[config.mk]
export PLATFORM = sky130hd
export DESIGN_NAME = qea_host_sequencer
export DESIGN_NICKNAME = d
export VERILOG_FILES = /design/src/rtl/qea_host_pkg.sv /design/src/rtl/qea_host_sequencer.sv
export SDC_FILE = /design/constraint.sdc
export NUM_CORES = 2
export LEC_CHECK = 0
export BUFFER_PORTS_ARGS = -buffer_cell sky130_fd_sc_hd__buf_2
export CORE_AREA = 8 8 487 489
export DETAILED_ROUTE_END_ITERATION = 10
export DIE_AREA = 0 0 495 497
export PLACE_DENSITY = 0.31
export SYNTH_ARGS = -nofsm -noshare
export SYNTH_HDL_FRONTEND = slang
export SYNTH_SLANG_ARGS = --single-unit
[constraint.sdc]
create_clock -name clk -period 8.7 [get_ports clk]
set_input_delay 2.175 -clock clk [delete_from_list [all_inputs] [get_ports clk]]
set_output_delay 2.175 -clock clk [all_outputs]
set_load 0.1 [all_outputs]
[src/rtl/qea_host_pkg.sv]
// Shared constants and FSM state type for the QEA host sequencer.
package qea_host_pkg;

  localparam int unsigned RAM_RD_LATENCY  = 1;
  localparam int unsigned CYCLE_CNT_WIDTH = 32;
  localparam int unsigned RD_WAIT_WIDTH   = 4;

  typedef enum logic [3:0] {
    ST_IDLE,
    ST_LOAD_CTX,
    ST_LOAD_STATE,
    ST_START,
    ST_RUN,
    ST_RD_REQ,
    ST_RD_WAIT,
    ST_RD_OUT,
    ST_DONE
  } seq_state_e;

endpackage

[src/rtl/qea_host_sequencer.sv]
// Host-side load/start/readout sequencer for one QEA instance.
// Streams context and initial state into the QEA RAMs, runs under a watchdog, then streams the result back.
module qea_host_sequencer
  import qea_host_pkg::*;
#(
  parameter int unsigned PE_NUM                  = 4,
  parameter int unsigned STATE_DATA_WIDTH        = 64,
  parameter int unsigned STATE_ADDR_WIDTH        = 16,
  parameter int unsigned GATE_CONTEXT_DATA_WIDTH = 64,
  parameter int unsigned GATE_CONTEXT_ADDR_WIDTH = 16,
  parameter int unsigned MAX_QBIT_WIDTH          = 6,
  parameter int unsigned MAX_QBIT                = 16,
  parameter int unsigned TIMEOUT_CYCLES          = 2**24
) (
  input  logic                                 clk,
  input  logic                                 rst,
  input  logic                                 i_run,
  input  logic [GATE_CONTEXT_ADDR_WIDTH-1:0]   i_ins_num,
  input  logic [MAX_QBIT_WIDTH-1:0]            i_qbit_num,
  input  logic                                 i_ctx_valid,
  output logic                                 o_ctx_ready,
  input  logic [GATE_CONTEXT_DATA_WIDTH-1:0]   i_ctx_data,
  input  logic                                 i_st_valid,
  output logic                                 o_st_ready,
  input  logic [PE_NUM*STATE_DATA_WIDTH-1:0]   i_st_data,
  output logic                                 o_res_valid,
  input  logic                                 i_res_ready,
  output logic [PE_NUM*STATE_DATA_WIDTH-1:0]   o_res_data,
  output logic                                 o_ctx_en,
  output logic                                 o_ctx_wea,
  output logic [GATE_CONTEXT_ADDR_WIDTH-1:0]   o_ctx_addr,
  output logic [GATE_CONTEXT_DATA_WIDTH-1:0]   o_ctx_data,
  output logic                                 o_state_ena,
  output logic                                 o_state_wea,
  output logic [STATE_ADDR_WIDTH-1:0]          o_state_addra,
  output logic [PE_NUM*STATE_DATA_WIDTH-1:0]   o_state_dina,
  output logic [MAX_QBIT_WIDTH-1:0]            o_qbit_num,
  output logic                                 o_start,
  input  logic                                 i_complete,
  input  logic [PE_NUM*STATE_DATA_WIDTH-1:0]   i_state_dout,
  output logic                                 o_busy,
  output logic                                 o_done,
  output logic                                 o_err_qbit,
  output logic                                 o_err_timeout,
  output logic [CYCLE_CNT_WIDTH-1:0]           o_cycle_count
);

  localparam int unsigned ROW_W = PE_NUM * STATE_DATA_WIDTH;
  localparam int unsigned CA_W  = GATE_CONTEXT_ADDR_WIDTH;
  localparam int unsigned CD_W  = GATE_CONTEXT_DATA_WIDTH;
  localparam int unsigned SA_W  = STATE_ADDR_WIDTH;
  localparam int unsigned QB_W  = MAX_QBIT_WIDTH;
  localparam int unsigned CC_W  = CYCLE_CNT_WIDTH;

  seq_state_e             state_q, state_d;
  logic [CA_W-1:0]        ins_num_q, ins_num_d;
  logic [SA_W-1:0]        last_row_q, last_row_d;
  logic [CA_W-1:0]        ctx_cnt_q, ctx_cnt_d;
  logic [SA_W-1:0]        row_q, row_d;
  logic [CC_W-1:0]        run_cnt_q, run_cnt_d;
  logic [RD_WAIT_WIDTH-1:0] wait_q, wait_d;

  logic                   ctx_ready_q, ctx_ready_d;
  logic                   st_ready_q, st_ready_d;
  logic                   res_valid_q, res_valid_d;
  logic [ROW_W-1:0]       res_data_q, res_data_d;
  logic                   ctx_en_q, ctx_en_d;
  logic                   ctx_wea_q, ctx_wea_d;
  logic [CA_W-1:0]        ctx_addr_q, ctx_addr_d;
  logic [CD_W-1:0]        ctx_data_q, ctx_data_d;
  logic                   state_ena_q, state_ena_d;
  logic                   state_wea_q, state_wea_d;
  logic [SA_W-1:0]        state_addra_q, state_addra_d;
  logic [ROW_W-1:0]       state_dina_q, state_dina_d;
  logic [QB_W-1:0]        qbit_num_q, qbit_num_d;
  logic                   start_q, start_d;
  logic                   busy_q, busy_d;
  logic                   done_q, done_d;
  logic                   err_qbit_q, err_qbit_d;
  logic                   err_timeout_q, err_timeout_d;
  logic [CC_W-1:0]        cycle_count_q, cycle_count_d;

  // Next-state and registered-output logic
  always_comb begin
    state_d       = state_q;
    ins_num_d     = ins_num_q;
    last_row_d    = last_row_q;
    ctx_cnt_d     = ctx_cnt_q;
    row_d         = row_q;
    run_cnt_d     = run_cnt_q;
    wait_d        = wait_q;
    res_data_d    = res_data_q;
    ctx_en_d      = 1'b0;
    ctx_wea_d     = 1'b0;
    ctx_addr_d    = ctx_addr_q;
    ctx_data_d    = ctx_data_q;
    state_ena_d   = 1'b0;
    state_wea_d   = 1'b0;
    state_addra_d = state_addra_q;
    state_dina_d  = state_dina_q;
    qbit_num_d    = qbit_num_q;
    err_qbit_d    = err_qbit_q;
    err_timeout_d = err_timeout_q;
    cycle_count_d = cycle_count_q;

    case (state_q)
      ST_IDLE: begin
        if (i_run) begin
          err_qbit_d    = 1'b0;
          err_timeout_d = 1'b0;
          cycle_count_d = '0;
          if ((32'(i_qbit_num) < 32'd2) || (32'(i_qbit_num) > MAX_QBIT)) begin
            err_qbit_d = 1'b1;
            state_d    = ST_DONE;
          end else begin
            qbit_num_d = i_qbit_num;
            ins_num_d  = i_ins_num;
            last_row_d = SA_W'((32'd1 << (i_qbit_num - QB_W'(2))) - 32'd1);
            ctx_cnt_d  = '0;
            row_d      = '0;
            state_d    = (i_ins_num == '0) ? ST_LOAD_STATE : ST_LOAD_CTX;
          end
        end
      end
      ST_LOAD_CTX: begin
        if (ctx_ready_q && i_ctx_valid) begin
          ctx_en_d   = 1'b1;
          ctx_wea_d  = 1'b1;
          ctx_addr_d = ctx_cnt_q;
          ctx_data_d = i_ctx_data;
          ctx_cnt_d  = ctx_cnt_q + CA_W'(1);
          if (ctx_cnt_q == ins_num_q - CA_W'(1)) state_d = ST_LOAD_STATE;
        end
      end
      ST_LOAD_STATE: begin
        if (st_ready_q && i_st_valid) begin
          state_ena_d   = 1'b1;
          state_wea_d   = 1'b1;
          state_addra_d = row_q;
          state_dina_d  = i_st_data;
          row_d         = row_q + SA_W'(1);
          if (row_q == last_row_q) begin
            row_d   = '0;
            state_d = ST_START;
          end
        end
      end
      ST_START: begin
        run_cnt_d = CC_W'(1);
        state_d   = ST_RUN;
      end
      ST_RUN: begin
        // Saturating count; the o_start cycle already counted as 1
        run_cnt_d = (run_cnt_q == '1) ? run_cnt_q : run_cnt_q + CC_W'(1);
        if (i_complete) begin
          cycle_count_d = run_cnt_d;
          state_d       = ST_RD_REQ;
        end else if (run_cnt_d >= CC_W'(TIMEOUT_CYCLES)) begin
          cycle_count_d = run_cnt_d;
          err_timeout_d = 1'b1;
          state_d       = ST_DONE;
        end
      end
      ST_RD_REQ: begin
        wait_d  = '0;
        state_d = ST_RD_WAIT;
      end
      ST_RD_WAIT: begin
        if (wait_q == RD_WAIT_WIDTH'(RAM_RD_LATENCY - 1)) begin
          res_data_d = i_state_dout;
          state_d    = ST_RD_OUT;
        end else begin
          wait_d = wait_q + RD_WAIT_WIDTH'(1);
        end
      end
      ST_RD_OUT: begin
        if (i_res_ready) begin
          if (row_q == last_row_q) begin
            state_d = ST_DONE;
          end else begin
            row_d   = row_q + SA_W'(1);
            state_d = ST_RD_REQ;
          end
        end
      end
      ST_DONE: state_d = ST_IDLE;
      default: state_d = ST_IDLE;
    endcase

    // Read port is driven in the cycle the FSM sits in RD_REQ
    if (state_d == ST_RD_REQ) begin
      state_ena_d   = 1'b1;
      state_wea_d   = 1'b0;
      state_addra_d = row_d;
    end

    ctx_ready_d = (state_d == ST_LOAD_CTX);
    st_ready_d  = (state_d == ST_LOAD_STATE);
    start_d     = (state_d == ST_START);
    res_valid_d = (state_d == ST_RD_OUT);
    busy_d      = (state_d != ST_IDLE);
    done_d      = (state_d == ST_DONE);
  end

  always_ff @(posedge clk) begin
    if (rst) begin
      state_q       <= ST_IDLE;
      ins_num_q     <= '0;
      last_row_q    <= '0;
      ctx_cnt_q     <= '0;
      row_q         <= '0;
      run_cnt_q     <= '0;
      wait_q        <= '0;
      ctx_ready_q   <= 1'b0;
      st_ready_q    <= 1'b0;
      res_valid_q   <= 1'b0;
      res_data_q    <= '0;
      ctx_en_q      <= 1'b0;
      ctx_wea_q     <= 1'b0;
      ctx_addr_q    <= '0;
      ctx_data_q    <= '0;
      state_ena_q   <= 1'b0;
      state_wea_q   <= 1'b0;
      state_addra_q <= '0;
      state_dina_q  <= '0;
      qbit_num_q    <= '0;
      start_q       <= 1'b0;
      busy_q        <= 1'b0;
      done_q        <= 1'b0;
      err_qbit_q    <= 1'b0;
      err_timeout_q <= 1'b0;
      cycle_count_q <= '0;
    end else begin
      state_q       <= state_d;
      ins_num_q     <= ins_num_d;
      last_row_q    <= last_row_d;
      ctx_cnt_q     <= ctx_cnt_d;
      row_q         <= row_d;
      run_cnt_q     <= run_cnt_d;
      wait_q        <= wait_d;
      ctx_ready_q   <= ctx_ready_d;
      st_ready_q    <= st_ready_d;
      res_valid_q   <= res_valid_d;
      res_data_q    <= res_data_d;
      ctx_en_q      <= ctx_en_d;
      ctx_wea_q     <= ctx_wea_d;
      ctx_addr_q    <= ctx_addr_d;
      ctx_data_q    <= ctx_data_d;
      state_ena_q   <= state_ena_d;
      state_wea_q   <= state_wea_d;
      state_addra_q <= state_addra_d;
      state_dina_q  <= state_dina_d;
      qbit_num_q    <= qbit_num_d;
      start_q       <= start_d;
      busy_q        <= busy_d;
      done_q        <= done_d;
      err_qbit_q    <= err_qbit_d;
      err_timeout_q <= err_timeout_d;
      cycle_count_q <= cycle_count_d;
    end
  end

  assign o_ctx_ready   = ctx_ready_q;
  assign o_st_ready    = st_ready_q;
  assign o_res_valid   = res_valid_q;
  assign o_res_data    = res_data_q;
  assign o_ctx_en      = ctx_en_q;
  assign o_ctx_wea     = ctx_wea_q;
  assign o_ctx_addr    = ctx_addr_q;
  assign o_ctx_data    = ctx_data_q;
  assign o_state_ena   = state_ena_q;
  assign o_state_wea   = state_wea_q;
  assign o_state_addra = state_addra_q;
  assign o_state_dina  = state_dina_q;
  assign o_qbit_num    = qbit_num_q;
  assign o_start       = start_q;
  assign o_busy        = busy_q;
  assign o_done        = done_q;
  assign o_err_qbit    = err_qbit_q;
  assign o_err_timeout = err_timeout_q;
  assign o_cycle_count = cycle_count_q;

endmodule

Yosys cells after proc, flatten, opt, wreduce, memory -nomap -nowiden:

Cells that the tools add are included.

* bits in registers: 761
* bits in latches: 0
* memory bits (writable): 0
* memory bits (read-only): 0
* bits of input ports: 605
* output and inout bits: 658
* memories kept: 0

* add/sub/neg operators: 7
* $mul: 0
* div/mod/pow operators: 0
* magnitude comparators: 3
* equality and inequality tests: 23
* shifts and indexed selects: 1
* multiplexer cells: 44
* bitwise logic cells: 2
* reductions and logical operators: 25

Operators with widths (number)
* 16-bit two-way mux: 12
* 32-bit two-way mux: 4
* 32-bit one-hot mux with 2 select lines: 2
* 4-bit two-way mux: 12
* 16-bit one-hot mux with 3 select lines: 1
* 16-bit by 1-bit adder with 16-bit output, second input constant: 2
* 32-bit by 1-bit adder with 32-bit output, second input constant: 1
* 16-bit equality test: 2
* 32-bit equality test, second input constant: 1
* 32-bit by 25-bit greater-or-equal comparator with 1-bit output, second input constant: 1
* 16-bit one-hot mux with 2 select lines: 1
* 4-bit one-hot mux with 8 select lines: 1
* 16-bit by 1-bit subtractor with 16-bit output, second input constant: 2
* 4-bit by 3-bit equality test with 1-bit output, second input constant: 6
* 4-bit by 2-bit equality test with 1-bit output, second input constant: 4
* 16-bit zero test: 1
* 1-bit by 6-bit left shift with 16-bit output, first input constant: 1
* 2-bit inequality test, second input constant: 6
* 2-bit AND reduction: 6
* 2-bit nonzero test: 6
* 4-bit by 1-bit equality test with 1-bit output, second input constant: 2
* 4-bit zero test: 2
* 1-bit two-way mux: 8
* 4-bit one-hot mux with 2 select lines: 1
* other kinds (15): 20

Longest topological paths before layout:

* depth after elaboration: 9
* depth in mapped cells: 13
* depth with buffers taken out: 12

Worst setup path after synthesis:

No wires, ideal clock.

* path type: input -> register
* start point: in i_qbit_num[1]
* end point: reg state_addra_q[10], in the netlist o_state_addra[10]
* setup time: 79 ps
* arrival time: 4628 ps
* path slack: 3994 ps
* stages: 11
* cells stage by stage: clkbuf_1 -> nor3_1 -> mux2i_1 -> and3_1 -> clkbuf_1 -> a22o_1 -> or3_1 -> nor2b_1 -> a311o_2 -> buf_6 -> o221ai_2

* cells in the longest elaborated chain, start to end: 8

Ends and longest elaborated chain
* from (decl): RTL line qea_host_sequencer.sv:19 `input logic [MAX_QBIT_WIDTH-1:0] i_qbit_num,`
* 6-bit by 2-bit < comparator with 1-bit output or 6-bit by 5-bit > comparator with 1-bit output (tied branches): RTL line qea_host_sequencer.sv:112 `if ((32'(i_qbit_num) < 32'd2) || (32'(i_qbit_num) > MAX_QBIT)) begin`
* 1-bit logical OR (*): RTL line qea_host_sequencer.sv:112
* 4-bit two-way mux: RTL line qea_host_sequencer.sv:112
* 4-bit two-way mux: RTL line qea_host_sequencer.sv:108 `if (i_run) begin`
* 4-bit one-hot mux with 8 select lines: RTL line qea_host_sequencer.sv:106 `case (state_q)`
* 4-bit by 3-bit equality test with 1-bit output: RTL line qea_host_sequencer.sv:191 `if (state_d == ST_RD_REQ) begin`
* 2-bit nonzero test (no line)
* 2-bit AND reduction (no line)
* to (signal assigned): RTL line qea_host_sequencer.sv:251 `state_addra_q <= state_addra_d;`
* to (decl): RTL line qea_host_sequencer.sv:73 `logic [SA_W-1:0] state_addra_q, state_addra_d;`

Mark *: on every way between the ends. The rest lies on a longest branch, timed or not.
A chain may end at the register's enable or synchronous reset.

Worst setup path in the final report:

* start point: in i_qbit_num[2]
* end point: reg state_addra_q[14], in the netlist o_state_addra[14]

Same word-level chain as after synthesis.

==> flow_summary.json <==
{
  "min_to": "o_res_data[83]",
  "synth_edf_count": 0,
  "port_buffers": 1262,
  "cts_tree": "done",
  "final_cell_mix": "nand2_1 (1322), buf_2 (1261), dfxtp_1 (761)",
  "worstReg2RegStart": "run_cnt_q[24]",
  "placed_cells": 7804,
  "reg2reg_depth": 9,
  "cts_hold_buffers": 0,
  "crit_arrival_ns": 5.31,
  "whs_path_depth": 2,
  "maxSlewViolCount": 0,
  "tns_ns": 0,
  "critPathKind": "primary input to register",
  "fin_area_mm2": 0.0423,
  "fp.dieH_um": 497,
  "grt_usage_pct": 15.4,
  "max_slew_margin_pct": 21.3,
  "routedWlPerCell_um": 24.7,
  "instances_no_fill": 8041,
  "synth_area_leaders": "dfxtp_1 (52%), nand2_1 (17%), a21oi_1 (12%), clkbuf_1 (3.4%), nor2_1 (1.8%)",
  "syn_inst": 3773,
  "post_cts_buffers": 0,
  "start_util_pct": 12.8,
  "status": "finished, final reports clean",
  "rsz0062_at_grt": "false",
  "ys_types": 79,
  "cp_data_required_time_ns": 9.34,
  "hold_start": "o_res_data[83]",
  "irDropWorstVdd_mv": 0.137,
  "cts_buffer_depth": 3,
  "numCtsBuffers": 102,
  "final.min_clock_period_ns": 4.67,
  "fp.coreArea_mm2": 0.229,
  "cp_max_fo": 12,
  "dr_total_vias": 31400,
  "wl_um": 199000,
  "synth.top_cell.area_share_pct": 52.1,
  "finClkSkew_ns": 0.0384,
  "syn_nets": 4387,
  "fin_hold_ws_ns": 0.448,
  "dr.first_iter.drc_count": 1849,
  "dieArea_mm2": 0.246,
  "post_drt_via_cell_ratio": 3.91,
  "synth_flop_cell": "dfxtp_1",
  "die_w_um": 495,
  "power_mw": 8.36,
  "nets": 5496,
  "final_util_pct": 18.5,
  "async_flop_share_pct": 0,
  "cts_resized": 0,
  "gp_congestion": 0.848,
  "syn_area_per_cell_um2": 7.75,
  "place_area_mm2": 0.0387,
  "clock_latency_ns": 0.73,
  "worst_pin_slew_ns": 1.18,
  "syn_area_mm2": 0.0292,
  "yosysTopAreaCell": "dfxtp_1",
  "fmax_mhz": 214,
  "finalHoldViolCount": 0,
  "antenna_found_initial": 188,
  "ys_ff_latch": 761,
  "final_common_cell": "nand2_1",
  "cts-root-buf": "clkbuf_16",
  "pre_cts_slack_ns": 3.23,
  "clk_pin_slew_ns": 0.06,
  "power_density_mw_per_mm2": 198,
  "period_share_pct": 53.7,
  "cts_max_level": 3,
  "drive_above_1_share_pct": 30.1,
  "drc": 0,
  "cts_sinks": 761,
  "grt_max_degree": 177,
  "final.setup.worst_slack_ns": 4.03,
  "endpoint_kind": "register",
  "grt.overflow.total": 0,
  "critPathLaunchType": "primary input",
  "finalSetupViolCount": 0,
  "hold_path_class": "register to register",
  "yosys_warnings": 0,
  "ys_seq_area_share_pct": 52.1,
  "r2r_slack_ns": 4.38,
  "hpwl_um": 158000,
  "io_pins": 1263,
  "syn_to_final_growth_pct": 44.5,
  "reg2reg_to": "o_state_addra[14]",
  "n_fill_cell": 26300,
  "core.rowCount": 176,
  "p_leak_nw": 16.8,
  "ant_nets": 0,
  "drv_cap": 0,
  "first_pass_iters": 7,
  "first_global_vias": 30600,
  "grt_pass1_wl_um": 267000
}
-- Yosys cell counts (all sizes together) (3+ instances only) --
| library cell | count |
|---|---|
| a2111oi | 4 |
| a211oi | 8 |
| a21o | 13 |
| a21oi | 715 |
| a221o | 3 |
| a31oi | 11 |
| a32oi | 3 |
| and2 | 10 |
| and3 | 19 |
| and4 | 5 |
| buf | 22 |
| clkbuf | 267 |
| dfxtp | 761 |
| ha | 9 |
| inv | 32 |
| mux2i | 5 |
| nand2 | 1323 |
| nand2b | 9 |
| nand3 | 36 |
| nand3b | 5 |
| nand4 | 41 |
| nor2 | 139 |
| nor2b | 6 |
| nor3 | 39 |
| nor3b | 4 |
| nor4 | 20 |
| nor4b | 8 |
| o211ai | 4 |
| o21a | 5 |
| o21ai | 85 |
| o221ai | 13 |
| o22ai | 3 |
| o311ai | 3 |
| or2 | 3 |
| or3 | 21 |
| or4 | 6 |
| xnor2 | 49 |
| xor2 | 27 |
-- state kept, by name (all words and copies together) (netlist names), 6 cells and up --
signal / flops
row_q: 16
o_ctx_data: 64
o_state_dina: 256
o_qbit_num: 6
o_res_data: 256
o_state_addra: 16
last_row_q: 16
run_cnt_q: 32
o_cycle_count: 32
ins_num_q: 16
o_ctx_addr: 16
ctx_cnt_q: 16
-- power by group --
group / internal [mW] / total (mW) / switching, mW
combinational: 0.157 / 0.427 / 0.271
sequential: 3.50 / 3.51 / 0.0158
clock: 2.63 / 4.42 / 1.79
total: 6.28 / 8.36 / 2.08
-- worst max-delay path, stage by stage --
cell and delay, ns:
buf_2 0.21, nor3_1 0.45, mux2i_1 0.48, and3_2 0.26, a22o_1 0.12, or3_1 0.14, nor2b_1 0.50, nand4_2 0.58
o221ai_2 0.36
-- how the worst max path moves through the flow --
stage | slack [ns] | depth (start not counted) | from | end
floorplan | 3.99 | 11 | i_qbit_num[1] | o_state_addra[10]
global placement | 3.27 | 9 | i_qbit_num[2] | o_state_addra[14]
detailed placement | 3.23 | 9 | i_qbit_num[2] | o_state_addra[14]
CTS | 4.08 | 9 | i_qbit_num[2] | o_state_addra[14]
global route | 3.76 | 9 | i_qbit_num[1] | o_state_addra[14]
finish | 4.03 | 9 | i_qbit_num[2] | o_state_addra[14]
-- per-layer routing --
| metal | routed length (um) | GRT usage [%] |
|---|---|---|
| met5 | 898 | 0 |
| met4 | 5810 | 4.66 |
| met3 | 20300 | 6.99 |
| met2 | 100000 | 27.5 |
| met1 | 71900 | 16.0 |
-- layout make-up --
| type | count | area (um2) | share of cell area, % |
|---|---|---|---|
| inverter | 32 | 120 | 0.284 |
| clock inverter | 29 | 455 | 1.08 |
| timing repair buffer | 1294 | 6650 | 15.7 |
| clock buffer | 152 | 3010 | 7.13 |
| multi-input combinational | 2691 | 12900 | 30.4 |
| antenna | 56 | 140 | 0.332 |
| sequential | 761 | 15200 | 36.0 |
| tap | 3026 | 3790 | 8.96 |
-- kinds of logic (layout without fill, tap and decap cells) --
logic type	Yosys count	after routing	synth area share, %
XOR/XNOR	76	76	2.28
AND/OR/NAND/NOR	1700	1700	24.0
adder cells (fa/ha/maj)	9	9	0.385
AO/OA/AOI/OAI	900	900	16.8
other	0	56	0
multiplexers	6	6	0.210
flip-flops	761	761	52.1
buffers and inverters	321	1507	4.24
Note: power is estimated with default switching activity, not from simulation.
